[src/rtl/ysyx_22050039_ifb.sv]
// Instruction fetch buffer: issues in-order instruction reads and
// holds up to two returned instructions for the core.
module ysyx_22050039_ifb #(
    parameter int              XLEN     = 64,
    parameter int              INST_LEN = 32,
    parameter logic [XLEN-1:0] RESET_PC = 64'h8000_0000
) (
    input  logic                clk,
    input  logic                rst,
    input  logic                redirect,
    input  logic [XLEN-1:0]     redirect_pc,
    output logic                mem_req_valid,
    input  logic                mem_req_ready,
    output logic [XLEN-1:0]     mem_req_addr,
    input  logic                mem_rsp_valid,
    input  logic [INST_LEN-1:0] mem_rsp_data,
    input  logic                mem_rsp_err,
    output logic                inst_valid,
    input  logic                inst_ready,
    output logic [INST_LEN-1:0] inst,
    output logic [XLEN-1:0]     inst_pc,
    output logic                inst_err
);

    typedef enum logic [1:0] {BOOT, FETCH, DRAIN, HALT} state_t;

    state_t state, state_nxt, resume;

    logic [XLEN-1:0]     fetch_pc;
    logic [1:0]          out_cnt, out_cnt_nxt;
    logic [1:0]          fifo_cnt;
    logic                fifo_rd, fifo_wr;
    logic [INST_LEN-1:0] fifo_inst [2];
    logic [XLEN-1:0]     fifo_pc [2];
    logic [1:0]          fifo_err;
    logic [XLEN-1:0]     tag_pc [2];
    logic                tag_rd, tag_wr;
    logic                req_fire, rsp_take, flush, enq, deq;
    logic [2:0]          in_flight;

    assign in_flight   = {1'b0, out_cnt} + {1'b0, fifo_cnt};
    assign req_fire    = mem_req_valid && mem_req_ready;
    assign rsp_take    = mem_rsp_valid && (out_cnt != 2'd0);
    assign deq         = inst_valid && inst_ready && !flush;
    assign out_cnt_nxt = out_cnt + {1'b0, req_fire} - {1'b0, rsp_take};
    assign resume      = (out_cnt_nxt != 2'd0) ? DRAIN : FETCH;

    assign mem_req_addr = fetch_pc;
    assign inst_valid   = (fifo_cnt != 2'd0);
    assign inst         = fifo_inst[fifo_rd];
    assign inst_pc      = fifo_pc[fifo_rd];
    assign inst_err     = fifo_err[fifo_rd];

    always_ff @(posedge clk or negedge rst) begin
        if (!rst) state <= BOOT;
        else      state <= state_nxt;
    end

    always_comb begin
        state_nxt = state;
        unique case (state)
            BOOT:  state_nxt = FETCH;
            FETCH: begin
                if (flush)                    state_nxt = resume;
                else if (enq && mem_rsp_err)  state_nxt = HALT;
            end
            DRAIN: state_nxt = resume;
            HALT:  if (flush) state_nxt = resume;
        endcase
    end

    always_comb begin
        mem_req_valid = 1'b0;
        flush         = 1'b0;
        enq           = 1'b0;
        unique case (state)
            BOOT: ;
            FETCH: begin
                flush         = redirect;
                mem_req_valid = !redirect && (in_flight < 3'd2);
                enq           = rsp_take && !redirect;
            end
            DRAIN, HALT: flush = redirect;
        endcase
    end

    // Tag queue pops on every accepted response, so drained ones stay aligned.
    always_ff @(posedge clk or negedge rst) begin
        if (!rst) begin
            fetch_pc  <= RESET_PC;
            out_cnt   <= 2'd0;
            tag_rd    <= 1'b0;
            tag_wr    <= 1'b0;
            tag_pc[0] <= '0;
            tag_pc[1] <= '0;
        end else begin
            out_cnt <= out_cnt_nxt;
            if (flush)
                fetch_pc <= redirect_pc & ~(XLEN'(3));
            else if (req_fire)
                fetch_pc <= fetch_pc + XLEN'(4);
            if (req_fire) begin
                tag_pc[tag_wr] <= fetch_pc;
                tag_wr         <= !tag_wr;
            end
            if (rsp_take) tag_rd <= !tag_rd;
        end
    end

    always_ff @(posedge clk or negedge rst) begin
        if (!rst) begin
            fifo_cnt     <= 2'd0;
            fifo_rd      <= 1'b0;
            fifo_wr      <= 1'b0;
            fifo_inst[0] <= '0;
            fifo_inst[1] <= '0;
            fifo_pc[0]   <= '0;
            fifo_pc[1]   <= '0;
            fifo_err     <= 2'b00;
        end else if (flush) begin
            fifo_cnt <= 2'd0;
            fifo_rd  <= 1'b0;
            fifo_wr  <= 1'b0;
        end else begin
            if (enq) begin
                fifo_inst[fifo_wr] <= mem_rsp_data;
                fifo_pc[fifo_wr]   <= tag_pc[tag_rd];
                fifo_err[fifo_wr]  <= mem_rsp_err;
                fifo_wr            <= !fifo_wr;
            end
            if (deq) fifo_rd <= !fifo_rd;
            fifo_cnt <= fifo_cnt + {1'b0, enq} - {1'b0, deq};
        end
    end

endmodule

[config.mk]
export PLATFORM = sky130hd
export DESIGN_NAME = ysyx_22050039_ifb
export DESIGN_NICKNAME = d
export VERILOG_FILES = /design/src/rtl/ysyx_22050039_ifb.sv
export SDC_FILE = /design/constraint.sdc
export NUM_CORES = 1
export LEC_CHECK = 0
export BUFFER_PORTS_ARGS = -buffer_cell sky130_fd_sc_hd__clkbuf_2
export CORE_ASPECT_RATIO = 0.9
export CORE_MARGIN = 2
export CORE_UTILIZATION = 35
export DETAILED_ROUTE_END_ITERATION = 7
export HOLD_SLACK_MARGIN = 0.05
export RECOVER_POWER = 50
export SETUP_SLACK_MARGIN = 0.2
export SYNTH_ARGS = -nofsm -noshare
export SYNTH_HDL_FRONTEND = slang
export SYNTH_SLANG_ARGS = --single-unit
[constraint.sdc]
create_clock -name clk -period 7.4 [get_ports clk]
set_input_delay 1.11 -clock clk [delete_from_list [all_inputs] [get_ports clk]]
set_output_delay 1.11 -clock clk [all_outputs]
set_load 0.1 [all_outputs]
# After elaboration in Yosys (flattened, before gate mapping)
# Cells that the tools add are included.
[word_totals] wordCells=105 output_inout_bits=163 reg_bits=396
[op_classes] n_addsub=6 magnitude_cmp=10 eq_ne=5 bitwise_logic=5 reduce_logical=26 n_mux=38
[ops] cell="64-bit 2-to-1 mux" count=10
[ops] cell="128-bit bitwise mux" count=2
[ops] cell="64-bit demux with 1-bit select" count=2
[ops] cell="32-bit 2-to-1 mux" count=4
[ops] cell="64-bit by 3-bit adder with 64-bit output (second input constant)" count=1
[ops] cell="64-bit bitwise mux" count=1
[ops] cell="32-bit demux with 1-bit select" count=1
[ops] cell="2-bit nonzero test" count=6
[ops] cell="1-bit logical AND" count=10
[ops] cell="1-bit 2-to-1 mux" count=10
[ops] cell="2-bit 2-to-1 mux" count=5
[ops] cell="2-bit greater-or-equal comparator (second input constant)" count=4
[ops] cell="1-bit inverter with 2-bit output" count=4
[ops] cell="2-bit one-hot mux with 4 select lines" count=1
[ops] cell="1-bit zero test" count=6
[ops] cell="2-bit by 1-bit adder with 2-bit output" count=2
[ops] cell="2-bit == test (second input constant)" count=2
[ops] cell="1-bit by 2-bit less-than comparator with 1-bit output (second input constant)" count=2
[ops] cell="2-bit by 1-bit less-than comparator with 1-bit output (second input constant)" count=2
[ops] cell="2-bit AND reduction" count=2
[ops] cell="2-bit by 1-bit subtractor with 2-bit output" count=2
[ops] cell="2-bit by 2-bit adder with 3-bit output" count=1
[ops] cell="3-bit by 2-bit less-than comparator with 1-bit output (second input constant)" count=1
[ops] cell="3-bit != test (second input constant)" count=1
[ops] cell="other kinds (8)" count=8

# Longest topological paths before layout
# Gate-level depths: netlist of the first run.
[logic_depth] ltp_word=11 ltp_mapped=12 mapped_depth_nobuf=12

# Worst setup path after synthesis of the first run
# Ideal clock, no wire load.
[synth_timing] kind="in2out" startpoint="in redirect" endpoint="out mem_req_valid" cell_stages=2 t_required_ps=6290 slack_ps=2753 arrival_ps=3537 path_buffers=0 path_cell_list="or3b_1 > nor3_1"
[synth_between] elab_chain_cells=3
[synth_rtl] item="start: declaration" line="10" text="input logic redirect,"
[synth_rtl] item="1-bit zero test" line="80" text="mem_req_valid = !redirect && (in_flight < 3'd2);"
[synth_rtl] item="1-bit logical AND" line="80"
[synth_rtl] item="1-bit 2-to-1 mux" line="76" text="unique case (state)"
[synth_rtl] item="end: declaration" line="12" text="output logic mem_req_valid,"
# Every way passes these cells.

# Final worst setup path of the first run
[layout_timing] startpoint="in redirect" endpoint="reg fifo_inst[20] in the netlist's numbering"
[layout_between] elab_chain_cells=4 word_cells_on_any_way=6 classes_between="mux (2); bitwise (1); reduce/logical (3)"
[layout_rtl] item="1-bit zero test" line="81" text="enq = rsp_take && !redirect;"
[layout_rtl] item="1-bit logical AND" line="81"
[layout_rtl] item="1-bit 2-to-1 mux" line="76"
[layout_rtl] item="2-bit AND reduction (no line) (*)"
[layout_rtl] item="end signal: indexed assignment" line="126" text="fifo_inst[fifo_wr] <= mem_rsp_data;"
[layout_rtl] item="end: declaration" line="33" text="logic [INST_LEN-1:0] fifo_inst [2];"
# Every way passes the cells marked *; elsewhere a longest branch is shown, timed or not.
# A chain may end at the register's enable or synchronous reset.

==> metrics.yaml, run 1 <==
status:
  status: "finished, violations left"
  violations: "capacitance limit, slew limit"
logic_synthesis:
  yosys.area_share.simple_pct: 10.0
  yosysTopAreaCell: "dfrtp_1"
  synthFlopType: "dfrtp_1"
  synth_area_um2: 17300
  syn-instance-count: 1487
  yosysSeqAreaShare_pct: 56.0
  yosysTopAreaCellShare_pct: 55.8
  yosysWarningCount: 0
  synthXorXnorAreaFrac_pct: 2.18
  synth_edf_count: 0
  yosysUniqueCellTypes: 46
  synth_seq_cells: 386
  synth.area.top_cells: "dfrtp_1 56%, mux2_2 18%, a21oi_1 3.7%, nor2_1 3.7%, mux2i_1 3.7%"
  avgSynthCellArea_um2: 11.6
  async_reset_ff_share_pct: 100
  synth_top_family_by_area: "multiplexers"
  synth_fa_ha_area_share_pct: 0.478
  synth-compound-area-share_pct: 7.13
  muxShareOfSynthArea_pct: 21.6
worst_setup_path:
  reg2regPathDepth: 5
  worst_setup_path_start_kind: "input pin"
  end_kind: "flip-flop"
  cp.arrival_ns: 5.84
  worstPathRequired_ns: 7.82
  r2r_setup_slack_ns: 2.25
  critPathKind: "input pin to flip-flop"
  rr_startpoint: "state[1]"
  path_max_fanout: 157
  r2r_end: "fifo_inst[20]"
placed_design:
  place_congestion: 0.796
  place_ws_ns: 3.20
  dp_hpwl_um: 28700
  io_buffers: 259
sta:
  period_share_pct: 73.3
  fin_crit_ns: 5.43
  slew_violations: 373
  clock.fmax_mhz: 184
  fin_worst_skew_ns: 0.0234
  rsz0062_at_grt: "false"
  tns_ns: 0
  timing.final.ws_setup_ns: 1.97
  hold_ws_ns: 0.482
  relSlewSlack_pct: -183
  setup_viol: 0
  worst_pin_slew_ns: 4.25
  hold_viol: 0
die:
  die_area_um2: 51100
  fp.dieH_um: 215
  core_um2: 48900
  placementRows: 77
  die_w_um: 238
  io_pins: 266
  initial_utilization_pct: 35.3
routing:
  routedWlPerCell_um: 19.1
  avgViaCountPerCell: 5.13
  route.detailed.drc: 0
  vias: 12148
  wl_um: 45300
  initialDrtViolationCount: 584
  ant_nets: 0
  drt_first_pass_iters: 5
global_route:
  grt-ovfl-total: 0
  grt_pass1_vias: 12589
  grt_pass1_wl_um: 71300
  antenna_found_initial: 5
  track_usage_pct: 17.9
  grt_max_degree: 159
finish:
  area_growth_pct: 18.0
  finalCoreUtilization_pct: 41.6
  layout.nets: 1817
  drive_gt1_share_pct: 33.1
cts:
  path_clk_slew_ns: 0.06
  cts-root-buf: "clkbuf_16"
  cts_buffer_depth: 3
  clk_latency_ns: 0.56
  cts_buffers: 43
  cts_tree: "built"
  clock-sinks: 386
  postCtsSetupBuffers: 0
  cts-resized-gates: 0
  hold_buffers: 0
  htree_levels: 2
min_path:
  hold-path-endpoint: "tag_pc[53]"
  hold_depth: 2
  hp-class: "flip-flop to flip-flop"
  min_from: "tag_pc[53]"
job:
  max-cap-violations: 5
## layout by cell type, fill, tap and decap left out, types with 12 or more instances in the layout
master       n
nor2_1     167
a31oi_1     23
xnor2_1     36
inv_1       16
nor4_1      18
mux2_2     275
mux2i_1     63
or4_1       15
a21oi_1    129
o21ai_0     56
nand2_1     71
clkbuf_2   214
or3_1       17
clkbuf_16   43
nor3_1      12
nand4_1     20
dfrtp_1    384
nand3_1     20
clkbuf_1    56
## layer usage
| layer | part of all wire [%] | wire length (µm) | GRT usage [%] |
|---|---|---|---|
| met1 | 47 | 21400 | 24.5 |
| met2 | 45 | 20600 | 28.3 |
| met3 | 4.8 | 2160 | 3.74 |
| met4 | 2.4 | 1090 | 5.94 |
| met5 | 0.060 | 27 | 0 |
## flip-flops by register name, summed over array words and instances, names as in the netlist
register      count
state             2
tag_rd            1
fifo_cnt          2
fifo_inst        64
mem_req_addr     62
tag_wr            1
fifo_rd           1
fifo_wr           1
tag_pc          124
fifo_err          2
out_cnt           2
fifo_pc         124
## worst max path at each step
stage,start,to,slack [ns],depth (start not counted)
after floorplan,redirect,mem_req_valid,2.75,2
after global placement,mem_req_ready,tag_pc[91],3.26,6
after detailed placement,mem_req_ready,tag_pc[98],3.20,6
after CTS,fifo_rd,inst_pc[26],3.03,3
after global routing,redirect,fifo_inst[4],1.51,6
final,redirect,fifo_inst[20],1.97,6
## synth_stat cells, types with 2 or more instances
library cell  number
dfrtp_1          385
ha_1               5
a31oi_1           23
o21ai_0           57
buf_1              9
nor4_1            18
and4_1             6
nand3_1           21
buf_4              4
or3_1             17
xnor2_1           36
and3_1             5
mux2i_1           63
and2_1             4
o21a_1             2
o31ai_1           10
nand2_1           71
inv_1             16
nor2_1           170
nor3_1            12
or2_2              4
xor2_1             7
nand4_1           20
clkbuf_1          82
a211oi_1           2
mux2_2           275
nand3b_1           2
a21oi_1          129
or4_1             15
## cell type report
cell class / count / area [µm²]
clock inverter: 11 / 68.8
tap: 632 / 791
timing repair buffer: 270 / 1350
fill: 4715 / 28600
clock buffer: 59 / 1220
antenna: 3 / 7.51
multi-input combinational: 991 / 7210
sequential: 386 / 9660
inverter: 16 / 60.1
## through the flow
stage | instance area [µm²] | instances
2_1_floorplan | 17300 | 1490
3_3_place_gp | 19200 | 2295
3_5_place_dp | 19200 | 2295
4_1_cts | 20500 | 2365
5_1_grt | 20400 | 2368
6_report | 20400 | 2368
## worst max-delay path: stages
cell,delay [ns]
clkbuf_1,0.17
nor3b_1,0.77
nand2_1,0.35
nor2_4,0.16
clkbuf_2,2.66
mux2_2,0.51
## kinds of logic (layout without fill, tap and decap cells)
kind of cell             after synthesis  count (layout)
XOR/XNOR                              43              43
adder cells (fa/ha/maj)                6               6
AO/OA/AOI/OAI                        229             229
multiplexers                         338             338
buffers and inverters                113             356
AND/OR/NAND/NOR                      371             371
flip-flops                           386             386
other                                  1               7
Power of run 1 is not shown: default switching activity piles up to over one toggle a cycle in this logic, so the estimate is an artifact.
==> inputs of run 2 (changes only) <==
==> constraint.sdc (replaced) <==
create_clock -name clk -period 5.2 [get_ports clk]
set_input_delay 0.78 -clock clk [delete_from_list [all_inputs] [get_ports clk]]
set_output_delay 0.78 -clock clk [all_outputs]
set_load 0.1 [all_outputs]
==> metrics.yaml, run 2 (synthesized netlist as in run 1, its figures left out) <==
status:
  status: "finished, violations left"
  violations: "capacitance limit, slew limit"
finish:
  fin_area_um2: 20500  # +0.67%
  top_regs: "fifo_pc x124, tag_pc x124, fifo_inst x64"
  fillers: 4681  # -0.72%
  drive_gt1_share_pct: 32.4  # -0.67 points
  mostFrequentLayoutCells: "384 x dfrtp_1, 275 x mux2_2, 199 x clkbuf_2"
  final_common_cell: "dfrtp_1"
  area_growth_pct: 18.8
  layout.nets: 1822  # +0.28%
routing:
  ant_nets: 0  # unchanged
  vias: 12296  # +1.2%
  wl_um: 46500  # +2.7%
  routedWlPerCell_um: 19.5  # +2.2%
  avgViaCountPerCell: 5.17  # +0.71%
  drt_first_pass_iters: 5  # unchanged
  route.detailed.drc: 0  # unchanged
  initialDrtViolationCount: 583  # -0.17%
placed_design:
  dp_hpwl_um: 29600  # +3.2%
  io_buffers: 259  # unchanged
  place_congestion: 0.792  # -0.49%
  place_ws_ns: 1.54  # -1.66 ns
  placed_area_um2: 19200  # +0.33%
die:
  initial_utilization_pct: 35.3  # unchanged
  fp.dieH_um: 215  # unchanged
  die_w_um: 238  # unchanged
  die_area_um2: 51100  # unchanged
  io_pins: 266  # unchanged
  core_um2: 48900  # unchanged
  placementRows: 77  # unchanged
cts:
  postCtsSetupBuffers: 0  # unchanged
  clk_latency_ns: 0.56  # about the same
  cts-root-buf: "clkbuf_16"
  cts-resized-gates: 0  # unchanged
  htree_levels: 2  # unchanged
  cts_buffers: 43  # unchanged
  clock-sinks: 386  # unchanged
  cts_tree: "built"
  hold_buffers: 0  # unchanged
  cts_buffer_depth: 3  # unchanged
  path_clk_slew_ns: 0.06  # about the same
global_route:
  grt-ovfl-total: 0  # unchanged
  antenna_found_initial: 5  # unchanged
  track_usage_pct: 18.2  # +0.31 points
  grt_pass1_vias: 12802  # +1.7%
  grt_pass1_wl_um: 72600  # +1.8%
  grt_max_degree: 159  # unchanged
sta:
  period_share_pct: 76.6
  rsz0062_at_grt: "false"
  relSlewSlack_pct: -110  # +74 points
  hold_viol: 0  # unchanged
  slew_violations: 318  # -15%
  fin_crit_ns: 3.98
  setup_viol: 0  # unchanged
  fin_worst_skew_ns: 0.0171  # -0.00630 ns
  worst_pin_slew_ns: 3.14  # -1.11 ns
  timing.final.ws_setup_ns: 1.22  # -0.758 ns
  clock.fmax_mhz: 251
  tns_ns: 0  # unchanged
worst_setup_path:
  worst_setup_path_start_kind: "flip-flop"
  cp.arrival_ns: 4.41  # -1.43 ns
  cpMaxStageDelayCell: "clkbuf_4"
  worst-path-buf-inv: 1  # -1
  worstPathRequired_ns: 5.62  # -2.20 ns
  crit_family: "buffers and inverters"
  worstPathCellList: "nor3b_1 -> nand2_1 -> nor2_4 -> clkbuf_4 -> mux2_2"
  critPathKind: "flip-flop to flip-flop"
  path_max_fanout: 158  # +0.64%
  end_kind: "flip-flop"
  critPathMaxStageDelay_ns: 1.54  # -1.12 ns
min_path:
  hp-class: "input pin to flip-flop"
job:
  max-cap-violations: 3  # -2
## run 2: cell type report
cell class / count / area (µm²) / area share (%)
Clock buffer: 61 / 1210 / 5.92
Antenna cell: 4 / 10.0 / 0.0488
Timing Repair Buffer: 275 / 1390 / 6.77
Multi-Input combinational cell: 991 / 7210 / 35.2
Tap cell: 632 / 791 / 3.86
Inverter: 16 / 60.1 / 0.293
Sequential cell: 386 / 9660 / 47.1
Clock inverter: 15 / 165 / 0.806
## run 2: per-layer routing
layer / vias up / routed length (µm) / track usage (%) / share of wire (%)
met1: 6234 / 21500 / 24.5 / 46
met4: 4 / 909 / 5.29 / 2.0
met3: 66 / 2220 / 3.48 / 4.8
met2: 276 / 21800 / 29.8 / 47
li1: 5716 / - / - / -
met5: - / 27 / 0 / 0.058
## run 2: final timing paths
| path | startpoint | endpoint | slack, ns | cells past startpoint |
|---|---|---|---|---|
| worst max-delay path | state[1] | fifo_inst[46] | 1.22 | 5 |
| worst min-delay path | redirect_pc[28] | mem_req_addr[28] | 0.43 | 3 |
| worst max register to register | state[1] | fifo_inst[46] | 1.22 | 5 |
| worst min register to register | tag_pc[12] | tag_pc[12] | 0.48 | 2 |
| max in group asynchronous | rst | fifo_pc[40] | 1.44 | 2 |
| min in group asynchronous | rst | fifo_pc[34] | 1.20 | 1 |
## run 2: worst reg2reg max path: stages (launching register included)
cell and delay, ns:
dfrtp_1 0.47, nor3b_1 0.78, nand2_1 0.35, nor2_4 0.15
clkbuf_4 1.54, mux2_2 0.56
## run 2: through the flow
step,instances,hold slack [ns],util [%]
2_1_floorplan,1490,0.450,-
3_3_place_gp,2300,0.462,39.3
3_5_place_dp,2300,0.472,39.3
4_1_cts,2376,0.326,42.1
5_1_grt,2379,0.422,41.9
6_report,2380,0.426,41.9
Power of run 2 is left out for the same reason.
